## src/rtl/cache_replacer.sv

```systemverilog
// Victim selection and LRU/LFU/random replacement state for set-associative caches.
// One lookup/update per cycle; victim is combinational from registered state.
module cache_replacer #(
  parameter int          SET_SIZE  = 4,
  parameter int          SET_NUM   = 16,
  parameter int          CNT_WIDTH = 4,
  parameter logic [15:0] LFSR_SEED = 16'hACE1
) (
  input  logic                       clk_i,
  input  logic                       rst_i,
  input  logic                       en_i,
  input  logic                       inv_i,
  input  logic [1:0]                 mode_i,
  input  logic [$clog2(SET_NUM)-1:0] set_i,
  input  logic [SET_SIZE-1:0]        valid_line_i,
  input  logic [SET_SIZE-1:0]        hit_line_i,
  output logic [SET_SIZE-1:0]        out_line_o,
  output logic                       hit_o
);

  localparam int AW = $clog2(SET_SIZE);
  localparam int SW = $clog2(SET_NUM);
  localparam logic [1:0] MODE_RR  = 2'd1;
  localparam logic [1:0] MODE_LFU = 2'd2;
  localparam logic [CNT_WIDTH-1:0] CMAX  = '1;
  localparam logic [CNT_WIDTH-1:0] CHALF = (CMAX >> 1) + CNT_WIDTH'(1);
  localparam logic [SET_SIZE-1:0]  ONE   = SET_SIZE'(1);

  logic [AW-1:0]        age  [SET_NUM][SET_SIZE];
  logic [CNT_WIDTH-1:0] freq [SET_NUM][SET_SIZE];
  logic [15:0]          lfsr;

  logic [AW-1:0]        hit_idx, inv_idx, lru_idx, lfu_idx;
  logic [AW-1:0]        vic_idx, t_idx;
  logic [CNT_WIDTH-1:0] min_f;
  logic                 all_valid, hit_any, miss;

  always_comb begin
    hit_idx = '0;
    inv_idx = '0;
    lru_idx = '0;
    for (int w = SET_SIZE - 1; w >= 0; w--) begin
      if (hit_line_i[w])
        hit_idx = AW'(w);
      if (!valid_line_i[w])
        inv_idx = AW'(w);
      if (age[set_i][w] == AW'(SET_SIZE - 1))
        lru_idx = AW'(w);
    end
    // strict compare keeps ties on the lowest index
    lfu_idx = '0;
    min_f   = freq[set_i][0];
    for (int w = 1; w < SET_SIZE; w++) begin
      if (freq[set_i][w] < min_f) begin
        min_f   = freq[set_i][w];
        lfu_idx = AW'(w);
      end
    end
  end

  always_comb begin
    all_valid = &valid_line_i;
    hit_any   = |hit_line_i;
    miss      = en_i & ~inv_i & ~hit_any;
    vic_idx   = lru_idx;
    if (!all_valid)
      vic_idx = inv_idx;
    else begin
      case (mode_i)
        MODE_RR:  vic_idx = lfsr[AW-1:0];
        MODE_LFU: vic_idx = lfu_idx;
        default:  vic_idx = lru_idx;
      endcase
    end
    t_idx      = hit_any ? hit_idx : vic_idx;
    out_line_o = miss ? (ONE << vic_idx) : '0;
    hit_o      = en_i & ~inv_i & hit_any;
  end

  logic [AW-1:0]        age_nxt  [SET_SIZE];
  logic [CNT_WIDTH-1:0] freq_nxt [SET_SIZE];
  logic [AW-1:0]        t_age;
  logic [CNT_WIDTH-1:0] t_f;
  logic                 sat;

  always_comb begin
    t_age = age[set_i][t_idx];
    t_f   = freq[set_i][t_idx];
    sat   = hit_any && (t_f == CMAX);
    for (int w = 0; w < SET_SIZE; w++) begin
      age_nxt[w]  = age[set_i][w];
      freq_nxt[w] = sat ? (freq[set_i][w] >> 1) : freq[set_i][w];
      if (AW'(w) == t_idx) begin
        age_nxt[w] = '0;
        if (!hit_any)
          freq_nxt[w] = CNT_WIDTH'(1);
        else if (sat)
          freq_nxt[w] = CHALF;
        else
          freq_nxt[w] = t_f + CNT_WIDTH'(1);
      end else if (age[set_i][w] < t_age) begin
        age_nxt[w] = age[set_i][w] + AW'(1);
      end
    end
  end

  always_ff @(posedge clk_i or posedge rst_i) begin
    if (rst_i) begin
      lfsr <= LFSR_SEED;
      for (int s = 0; s < SET_NUM; s++) begin
        for (int w = 0; w < SET_SIZE; w++) begin
          age[s][w]  <= AW'(w);
          freq[s][w] <= '0;
        end
      end
    end else begin
      // Galois form of x^16+x^14+x^13+x^11+1
      lfsr <= {1'b0, lfsr[15:1]} ^ (lfsr[0] ? 16'hB400 : 16'h0000);
      for (int s = 0; s < SET_NUM; s++) begin
        if (SW'(s) == set_i) begin
          for (int w = 0; w < SET_SIZE; w++) begin
            if (inv_i) begin
              age[s][w]  <= AW'(w);
              freq[s][w] <= '0;
            end else if (en_i) begin
              age[s][w]  <= age_nxt[w];
              freq[s][w] <= freq_nxt[w];
            end
          end
        end
      end
    end
  end

  a_hit_onehot: assert property (@(posedge clk_i) disable iff (rst_i)
    (en_i && !inv_i) |-> $onehot0(hit_line_i));

endmodule

```

## config.mk

```make
export PLATFORM = sky130hd
export DESIGN_NAME = cache_replacer
export DESIGN_NICKNAME = d
export VERILOG_FILES = /design/src/rtl/cache_replacer.sv
export SDC_FILE = /design/constraint.sdc
export NUM_CORES = 1
export LEC_CHECK = 0
export ABC_AREA = 1
export CORE_MARGIN = 2
export CORE_UTILIZATION = 53
export CTS_CLUSTER_SIZE = 16
export DETAILED_ROUTE_END_ITERATION = 10
export HOLD_SLACK_MARGIN = 0.06
export MAX_ROUTING_LAYER = met4
export PLACE_DENSITY = 0.69
export SYNTH_ARGS = -nofsm -noshare
export SYNTH_HDL_FRONTEND = slang
export SYNTH_SLANG_ARGS = --single-unit
```

## constraint.sdc

```tcl
create_clock -name clk_i -period 14.3 [get_ports clk_i]
set_input_delay 1.43 -clock clk_i [delete_from_list [all_inputs] [get_ports clk_i]]
set_output_delay 1.43 -clock clk_i [all_outputs]
set_load 0.01 [all_outputs]
```

Yosys cells after proc, flatten, opt, wreduce, memory -nomap -nowiden
Cells that the tools add are included.
{ "word_totals": {"ff_bits": 400} }
{ "classes": {"addsub": 5, "magnitude_cmp": 9, "eq_ne": 25, "shifts": 1, "n_mux": 68, "bitwise_logic": 8, "n_reduce_logical": 22} }
{ "ops": {"columns": ["operator", "count"], "rows": [
  ["4-bit two-way mux", 23],
  ["2-bit two-way mux", 34],
  ["16-bit binary-select mux with 4-bit select", 1],
  ["16-bit two-way mux", 3],
  ["8-bit binary-select mux with 4-bit select", 1],
  ["4-bit equality test, first input constant", 8],
  ["2-bit AND reduction", 16],
  ["3-bit by 4-bit equality test with 1-bit output, first input constant", 4],
  ["8-bit two-way mux", 2],
  ["15-bit by 16-bit XOR with 16-bit output", 1],
  ["4-bit < comparator", 3],
  ["2-bit equality test, second input constant", 5],
  ["2-bit by 1-bit adder with 2-bit output, second input constant", 4],
  ["4-bit binary-select mux with 2-bit select", 1],
  ["2-bit by 4-bit equality test with 1-bit output, first input constant", 2],
  ["2-bit < comparator", 4],
  ["5-bit greater-or-equal comparator, second input constant", 1],
  ["4-bit inverter with 5-bit output", 1],
  ["4-bit by 1-bit adder with 4-bit output, second input constant", 1],
  ["2-bit binary-select mux with 2-bit select", 1],
  ["1-bit by 4-bit equality test with 1-bit output, first input constant", 1],
  ["2-bit equality test, first input constant", 2],
  ["4-bit equality test, second input constant", 1],
  ["4-bit logical NOT", 1],
  ["14 further kinds", 17]
]} }

Logic depth before layout (Yosys ltp)
Gate-level depths: netlist of run 1.
{ "depth": {"word_depth": 24, "depth_mapped": 54, "ltp_nobuf": 49} }

Worst setup path after synthesis of run 1
Ideal clock, no wire load.
{ "synth_timing": {"path_type": "input to register", "startpoint": "in set_i[1]", "endpoint": "reg age[13] (netlist name)", "setup_time_ps": 119, "t_arrival_ps": 7754, "required_time_ps": 14181, "slack_ps": 6428, "stages": 48, "path_buffers": 8, "cell_sequence": "clkbuf_2 -> buf_4 -> nor2_1 -> buf_2 -> buf_1 -> clkbuf_1 -> buf_1 -> a22oi_1 -> nand3_1 -> nand2_1 -> nand4_1 -> inv_1 -> ha_1 -> a21oi_1 -> nand2_2 -> o21ai_0 -> ha_1 -> nand2_1 -> [12 not listed] -> nand2_1 -> nand2_1 -> nand2_1 -> nand2_2 -> nand2_2 -> nand2_4 -> inv_4 -> nor2_2 -> inv_2 -> o221ai_1 -> ha_1 -> nand2_1 -> nand2_1 -> or2_2 -> clkbuf_1 -> buf_2 -> nand4_1 -> nand2_1"} }
{ "synth_between": {"elab_chain_len": 22, "elab_cells_between_ends": 39, "cone_classes": "1 x add/sub; 4 x order compare; 6 x eq/ne; 25 x mux; 2 x bitwise; 1 x reduce/logical"} }
{ "synth_rtl": {"columns": ["item", "line", "rtl"], "rows": [
  ["start, declared", "14", "input logic [$clog2(SET_NUM)-1:0] set_i,"],
  ["4-bit inverter with 5-bit output (not written as such)", null, null],
  ["16-bit binary-select mux with 4-bit select", "52, 54, 55", null],
  ["16-bit two-way mux (not written as such) (2 in a row)", "54", "if (freq[set_i][w] < min_f) begin"],
  ["4-bit < comparator", "54", null],
  ["4-bit two-way mux", "54", null],
  ["4-bit < comparator", "54", null],
  ["4-bit two-way mux", "54", null],
  ["4-bit < comparator", "54", null],
  ["[4 not listed]", null, null],
  ["2-bit inverter with 3-bit output (not written as such)", "87", "t_age = age[set_i][t_idx];"],
  ["2-bit binary-select mux with 2-bit select", "87", null],
  ["2-bit two-way mux (not written as such) (2 in a row)", "87", null],
  ["2-bit < comparator", "101", "end else if (age[set_i][w] < t_age) begin"],
  ["2-bit two-way mux", "101", null],
  ["2-bit two-way mux", "93", "if (AW'(w) == t_idx) begin"],
  ["2-bit two-way mux", "125", "end else if (en_i) begin"],
  ["2-bit two-way mux", "122", "if (inv_i) begin"],
  ["end signal, assigned by index", "112", "age[s][w] <= AW'(w);"],
  ["end signal, assigned by index", "123", "age[s][w] <= AW'(w);"],
  ["end signal, assigned by index", "126", "age[s][w] <= age_nxt[w];"],
  ["end, declared", "29", "logic [AW-1:0] age [SET_NUM][SET_SIZE];"]
]} }
Parallel ways exist; a longest one is shown, timed or not. The select of a mux whose other input is x is not followed.
A chain may end at the register's enable or synchronous reset.

Worst setup path in the final report of run 1
{ "layout_timing": {"startpoint": "in set_i[1]", "endpoint": "reg age[50] (netlist name)"} }
The elaborated chain is that of the path after synthesis.

==> results of run 1 <==
==> layer usage <==
layer / track usage / vias up
li1: - / 8335
met1: 0.507 / 9077
met3: 0.0936 / 305
met5: - / -
met4: 0.202 / 0
met2: 0.566 / 1165
==> kinds of logic (layout without fill, tap and decap cells) <==
family          after synthesis  after routing  synth area share
flops                       400            400             0.501
buf+inv                     262            242            0.0553
fa+ha+maj                    22             22            0.0137
xor+xnor                      4              4           0.00211
compound gates              177            177            0.0596
simple gates               1732           1732             0.368
==> power breakdown <==
part / leakage [nW] / internal [mW] / switching, mW
logic: 5.42 / 0.201 / 0.454
registers: 5.21 / 1.35 / 0.100
clock network: 0.691 / 0.660 / 0.480
==> registers in the layout, summed over array words and instances (netlist names) <==
name	cells
lfsr	16
age	128
freq	256
==> final cells by class <==
cell class | count | area (um^2)
Tap cell | 511 | 639
Fill cell | 3510 | 15500
Inverter | 94 | 363
Timing Repair Buffer | 69 | 581
Multi-Input combinational cell | 1935 | 9000
Sequential cell | 400 | 10100
Clock inverter | 13 | 158
Clock buffer | 66 | 1250
==> how the worst max path moves through the flow <==
stage / endpoint / slack (ns) / cells past startpoint
floorplan: age[101] / 1.86 / 1
global placement: age[66] / 4.87 / 42
detailed placement: age[74] / 4.78 / 42
CTS: age[74] / 5.35 / 42
global route: age[50] / 4.62 / 42
finish: age[50] / 5.03 / 42
==> layout by cell type (no fill, tap or decap), types with 17 or more instances in the layout <==
cell and count:
a22oi_1 85, buf_4 48, clkbuf_16 43, clkdlybuf4s50_1 20
dfrtp_1 328, dfstp_2 72, ha_1 22, inv_1 67
nand2_1 1182, nand2_2 18, nand3_1 420, nand4_1 42
nor2_1 17, nor2_2 21, o21ai_0 47
==> through the flow <==
| step | area (um^2) | std cells | utilization | hold slack (ns) |
|---|---|---|---|---|
| floorplan | 20100 | 2597 | - | 0.331 |
| global placement | 20700 | 3009 | 0.550 | 0.339 |
| detailed placement | 20700 | 3009 | 0.550 | 0.336 |
| CTS | 22100 | 3088 | 0.588 | 0.361 |
| global route | 22100 | 3088 | 0.588 | 0.363 |
| finish | 22100 | 3088 | 0.588 | 0.353 |
==> flow_summary_export.csv, run 1 <==
group,metric,value,unit
drt,drt_iter0_drc,2307,
sta,drv_slew,0,
sta,rsz0062_at_grt,"false",
synth,synth_seq_cells,400,
worst_setup_path,crit_arrival,9.78,ns
cts,clk_pin_slew,0.06,ns
layout,drive_above_1_share,0.104,
synth,netlist_area,20100,um^2
synth,synth_area_leaders,"dfrtp_1, nand2_1, nand3_1, dfstp_2, a22oi_1",
placement,io_buffers,22,
global_route,gr-usage-all-layers,0.389,
worst_setup_path,reg2reg_from,"freq[57]",
global_route,grt_overflow,0,
synth,synth-edff-count,0,
cts,hold_buffers,0,
global_route,grt_start_max_net_pins,184,
sta,max_freq,108,MHz
placement,dp_slack,4.78,ns
worst_setup_path,critPathBufInv,8,
power_and_ir_drop,ir_drop,0.0859,mV
worst_setup_path,crit_family,"simple AND/OR/NAND/NOR gates",
sta,tns,0,ns
worst_setup_path,r2r.worst_path.cells,37,
drt,vias,18900,
sta,final.setup.worst_slack,5.03,ns
worst_setup_path,critPathCaptureType,"flip-flop",
power_and_ir_drop,power,3.25,mW
drt,wire_per_inst,23.7,um
synth,async_flop_share,1.00,
drt,drcViolationCount,0,
global_route,grt_pass1_wl,111000,um
floorplanning,fp.coreArea,37600,um^2
sta,relSlewSlack,0.253,
synth,yosysWarningCount,0,
global_route,antenna_found_initial,0,
worst_hold_path,hold_path.class,"flip-flop to flip-flop",
worst_setup_path,cp_slowest_cell,"inv_2",
worst_setup_path,crit_top_cell,"nand2_1",
worst_setup_path,r2r_slack,7.33,ns
cts,cts_resized,0,
power_and_ir_drop,power.leakage,11.3,nW
cts,cts-root-buf,"clkbuf_16",
placement,hpwlAfterDp,40400,um
drt,wl_met2,31300,um
drt,ant_nets,0,
cts,htree_levels,2,
cts,insertion_delay,0.59,ns
sta,finalCritPeriodShare,0.648,
run_status,status,"finished, final reports clean",
synth,synthesis.nets,2637,
floorplanning,die_area,39600,um^2
drt,via_per_inst,6.11,
synth,synth_largest_area_cell,"dfrtp_1",
run,cap_viol_max_count,0,
worst_hold_path,hold_start,"lfsr[12]",
worst_setup_path,required,14.81,ns
floorplanning,rows,71,
floorplanning,fp.dieW,199,um
cts,cts.sinks,400,
cts,cts_buffer_depth,3,
sta,hold_viol_final,0,
drt,wl_met3,9080,um
global_route,grt_pass1_vias,18000,
cts,post_cts_buffers,0,
synth,synth.distinct_cells,38,
drt,dr.pass1.iters,6,
worst_setup_path,crit_path_start,"set_i[1]",
drt,drt-total-wl,73300,um
layout,fin_nets,2583,
worst_setup_path,startpoint_type,"input pin",
layout,area_delta_synth_final,9.63,%
floorplanning,initial_core_util,0.536,
cts,numCtsBuffers,43,
worst_hold_path,holdPathEnd,"lfsr[11]",
synth,synthCells,2597,
drt,maxUsedRoutingLayer,"met4",
layout,diodes,0,
worst_setup_path,r2r-end,"age[50]",
placement,gp_congestion,0.997,
drt,drt-met1-wl,28500,um
worst_setup_path,path_max_fanout,45,
floorplanning,ios,23,
synth,ys_seq_area_frac,0.501,
worst_setup_path,crit_type,"input pin to flip-flop",
worst_hold_path,holdPathStages,0,
power_and_ir_drop,powerDensity,147,nW/um^2
synth,synthTopCellsByCount,"nand2_1, nand3_1, dfrtp_1",
synth,ys.flop_type,"dfrtp_1",
sta,min_period,9.27,ns
synth,yosysMostFrequentCell,"nand2_1",
sta,clock_skew,0.0305,ns
worst_setup_path,max_stage_delay,0.81,ns
sta,setup_viol_count_final,0,
sta,worst-slew-pin-transition,1.12,ns
floorplanning,die_h,199,um
synth,yosysTopAreaCellShare,0.407,
cts,cts_tree,"built",
synth,syn_area_per_cell,7.76,um^2
(Power assumes the default switching activity.)
==> run 2: changes to the inputs <==
--- a/config.mk
+++ b/config.mk
@@ -12,7 +12,7 @@
 export DETAILED_ROUTE_END_ITERATION = 10
 export HOLD_SLACK_MARGIN = 0.06
 export MAX_ROUTING_LAYER = met4
-export PLACE_DENSITY = 0.69
+export PLACE_DENSITY = 0.72
 export SYNTH_ARGS = -nofsm -noshare
 export SYNTH_HDL_FRONTEND = slang
 export SYNTH_SLANG_ARGS = --single-unit
==> constraint.sdc (replaced) <==
create_clock -name clk_i -period 8.2 [get_ports clk_i]
set_input_delay 0.82 -clock clk_i [delete_from_list [all_inputs] [get_ports clk_i]]
set_output_delay 0.82 -clock clk_i [all_outputs]
set_load 0.01 [all_outputs]
==> run 2 against run 1 <==
Against the previous run: cell count increased by 0.52%; critical path type unchanged; count of clock-buffer cells in the layout shrank 5; sequential power is 74% higher; global-route usage down 1.0 points; clock skew fell by 0.0028 ns; flip-flop and latch count did not move.
==> flow_summary_export.csv, run 2 (synthesis results as in run 1) <==
group,metric,value,unit
cts,htree_levels,2,
cts,hold_buffers,0,
sta,fin_hold_ws,0.351,ns
sta,finalCritPeriodShare,0.904,
cts,clk_pin_slew,0.06,ns
cts,post_cts_buffers,0,
placement,io_buffers,22,
cts,cts_tree,"built",
layout,layout_commonest_cell,"nand2_1",
sta,setup_viol_count_final,0,
worst_setup_path,crit_type,"input pin to flip-flop",
power_and_ir_drop,powerDensity,254,nW/um^2
run_status,status,"finished, final reports clean",
layout,diodes,0,
drt,drt-total-wl,71500,um
worst_setup_path,startpoint_type,"input pin",
cts,cts_buffer_depth,3,
cts,numCtsBuffers,44,
floorplanning,fp.dieW,199,um
worst_setup_path,crit_top_cell,"nand2_1",
cts,cts_resized,0,
sta,clock_skew,0.0277,ns
floorplanning,fp.coreArea,37600,um^2
drt,via_per_inst,6.15,
worst_setup_path,path_max_fanout,17,
global_route,grt_start_max_net_pins,186,
cts,cts.sinks,400,
layout,largest_register,"freq",
layout,post-route-util,0.592,
global_route,grt_pass1_wl,109000,um
floorplanning,ios,23,
floorplanning,die_area,39600,um^2
sta,relSlewSlack,0.214,
worst_setup_path,max_stage_delay,0.74,ns
floorplanning,die_h,199,um
layout,final_cell_mix,"nand2_1, nand3_1, dfrtp_1",
run,cap_viol_max_count,0,
sta,max_freq,135,MHz
placement,gp_congestion,0.960,
cts,insertion_delay,0.59,ns
worst_setup_path,critPathCaptureType,"flip-flop",
worst_setup_path,critPathBufInv,5,
placement,hpwlAfterDp,40500,um
drt,vias,19100,
layout,area_delta_synth_final,10.5,%
sta,drv_slew,0,
sta,rsz0062_at_grt,"false",
drt,dr.pass1.iters,6,
worst_setup_path,required,8.71,ns
sta,worst-slew-pin-transition,1.17,ns
worst_setup_path,crit_family,"simple AND/OR/NAND/NOR gates",
power_and_ir_drop,power.leakage,11.4,nW
global_route,grt_pass1_vias,18300,
floorplanning,rows,71,
sta,tns,0,ns
drt,wire_per_inst,23.0,um
layout,top_regs,"freq (256), age (128), lfsr (16)",
worst_hold_path,hold_path.class,"flip-flop to flip-flop",
floorplanning,initial_core_util,0.536,
layout,largest_reg_flops,256,
sta,min_period,7.41,ns
drt,ant_nets,0,
drt,drt_iter0_drc,2708,
cts,cts-root-buf,"clkbuf_16",
sta,hold_viol_final,0,
worst_setup_path,cp_slowest_cell,"inv_1",
drt,drcViolationCount,0,
layout,fin_nets,2601,
worst_setup_path,crit_arrival,7.93,ns
layout,drive_above_1_share,0.111,
global_route,antenna_found_initial,0,
global_route,grt_overflow,0,
power_and_ir_drop,ir_drop,0.163,mV
global_route,gr-usage-all-layers,0.379,
## run 2: cell types whose count changed in the layout (fill, tap and decap cells not counted), moves of 4 or more
cell      previous run  this run
buf_4               48        61
clkinv_1            15        21
inv_2               10         6
clkinv_2             5         9
clkbuf_1            14         6
buf_12               1         5
## run 2: cell type report
cell class	instances	area (um^2)
Clock buffer	61	1270
Clock inverter	17	131
Fill cell	3307	15300
Inverter	94	359
Multi-Input combinational cell	1935	9000
Sequential cell	400	10100
Tap cell	511	639
Timing Repair Buffer	86	758
## run 2: report_power, final
part           switching, mW  leakage (nW)  internal (mW)  total [mW]
clock network          0.842         0.697           1.12        1.96
logic                  0.793          5.51          0.359        1.15
registers              0.176          5.21           2.36        2.54
total                   1.81          11.4           3.84        5.65
## run 2: stage by stage
| stage | area, um^2 | setup slack, ns | std cells | power [mW] |
|---|---|---|---|---|
| 2_1_floorplan | 20200 | 0.938 | 2597 | 3.37 |
| 3_3_place_gp | 20900 | 0.622 | 3026 | 3.66 |
| 3_5_place_dp | 20900 | 0.487 | 3026 | 3.69 |
| 4_1_cts | 22300 | 1.03 | 3104 | 5.64 |
| 5_1_grt | 22300 | 0.304 | 3104 | 5.91 |
| 6_report | 22300 | 0.786 | 3104 | 5.65 |
## run 2: worst paths after layout
check / from / to / slack (ns) / cells past startpoint
max in group asynchronous: rst_i / freq[59] / 5.35 / 4
worst min-delay path: lfsr[3] / lfsr[2] / 0.35 / 0
worst min register to register: lfsr[3] / lfsr[2] / 0.35 / 0
min in group asynchronous: rst_i / age[127] / 0.71 / 2
worst max-delay path: set_i[3] / age[18] / 0.79 / 38
worst max register to register: freq[249] / age[18] / 1.56 / 37
## run 2: routing by layer
| layer | vias up | wire length [um] | GRT usage |
|---|---|---|---|
| met5 | - | 0 | - |
| li1 | 8371 | - | - |
| met1 | 9192 | 27700 | 0.496 |
| met3 | 291 | 8720 | 0.0853 |
| met2 | 1240 | 30700 | 0.554 |
| met4 | 0 | 4300 | 0.198 |
## run 2: worst register-to-register path: cells and delay by family (launching register included)
family | cells | cell delay (ns)
buffers and inverters | 2 | 0.24
XOR/XNOR | 1 | 0.61
flip-flops | 1 | 0.38
adder cells (fa/ha/maj) | 4 | 1.25
AO/OA/AOI/OAI | 5 | 1.10
AND/OR/NAND/NOR | 25 | 2.97
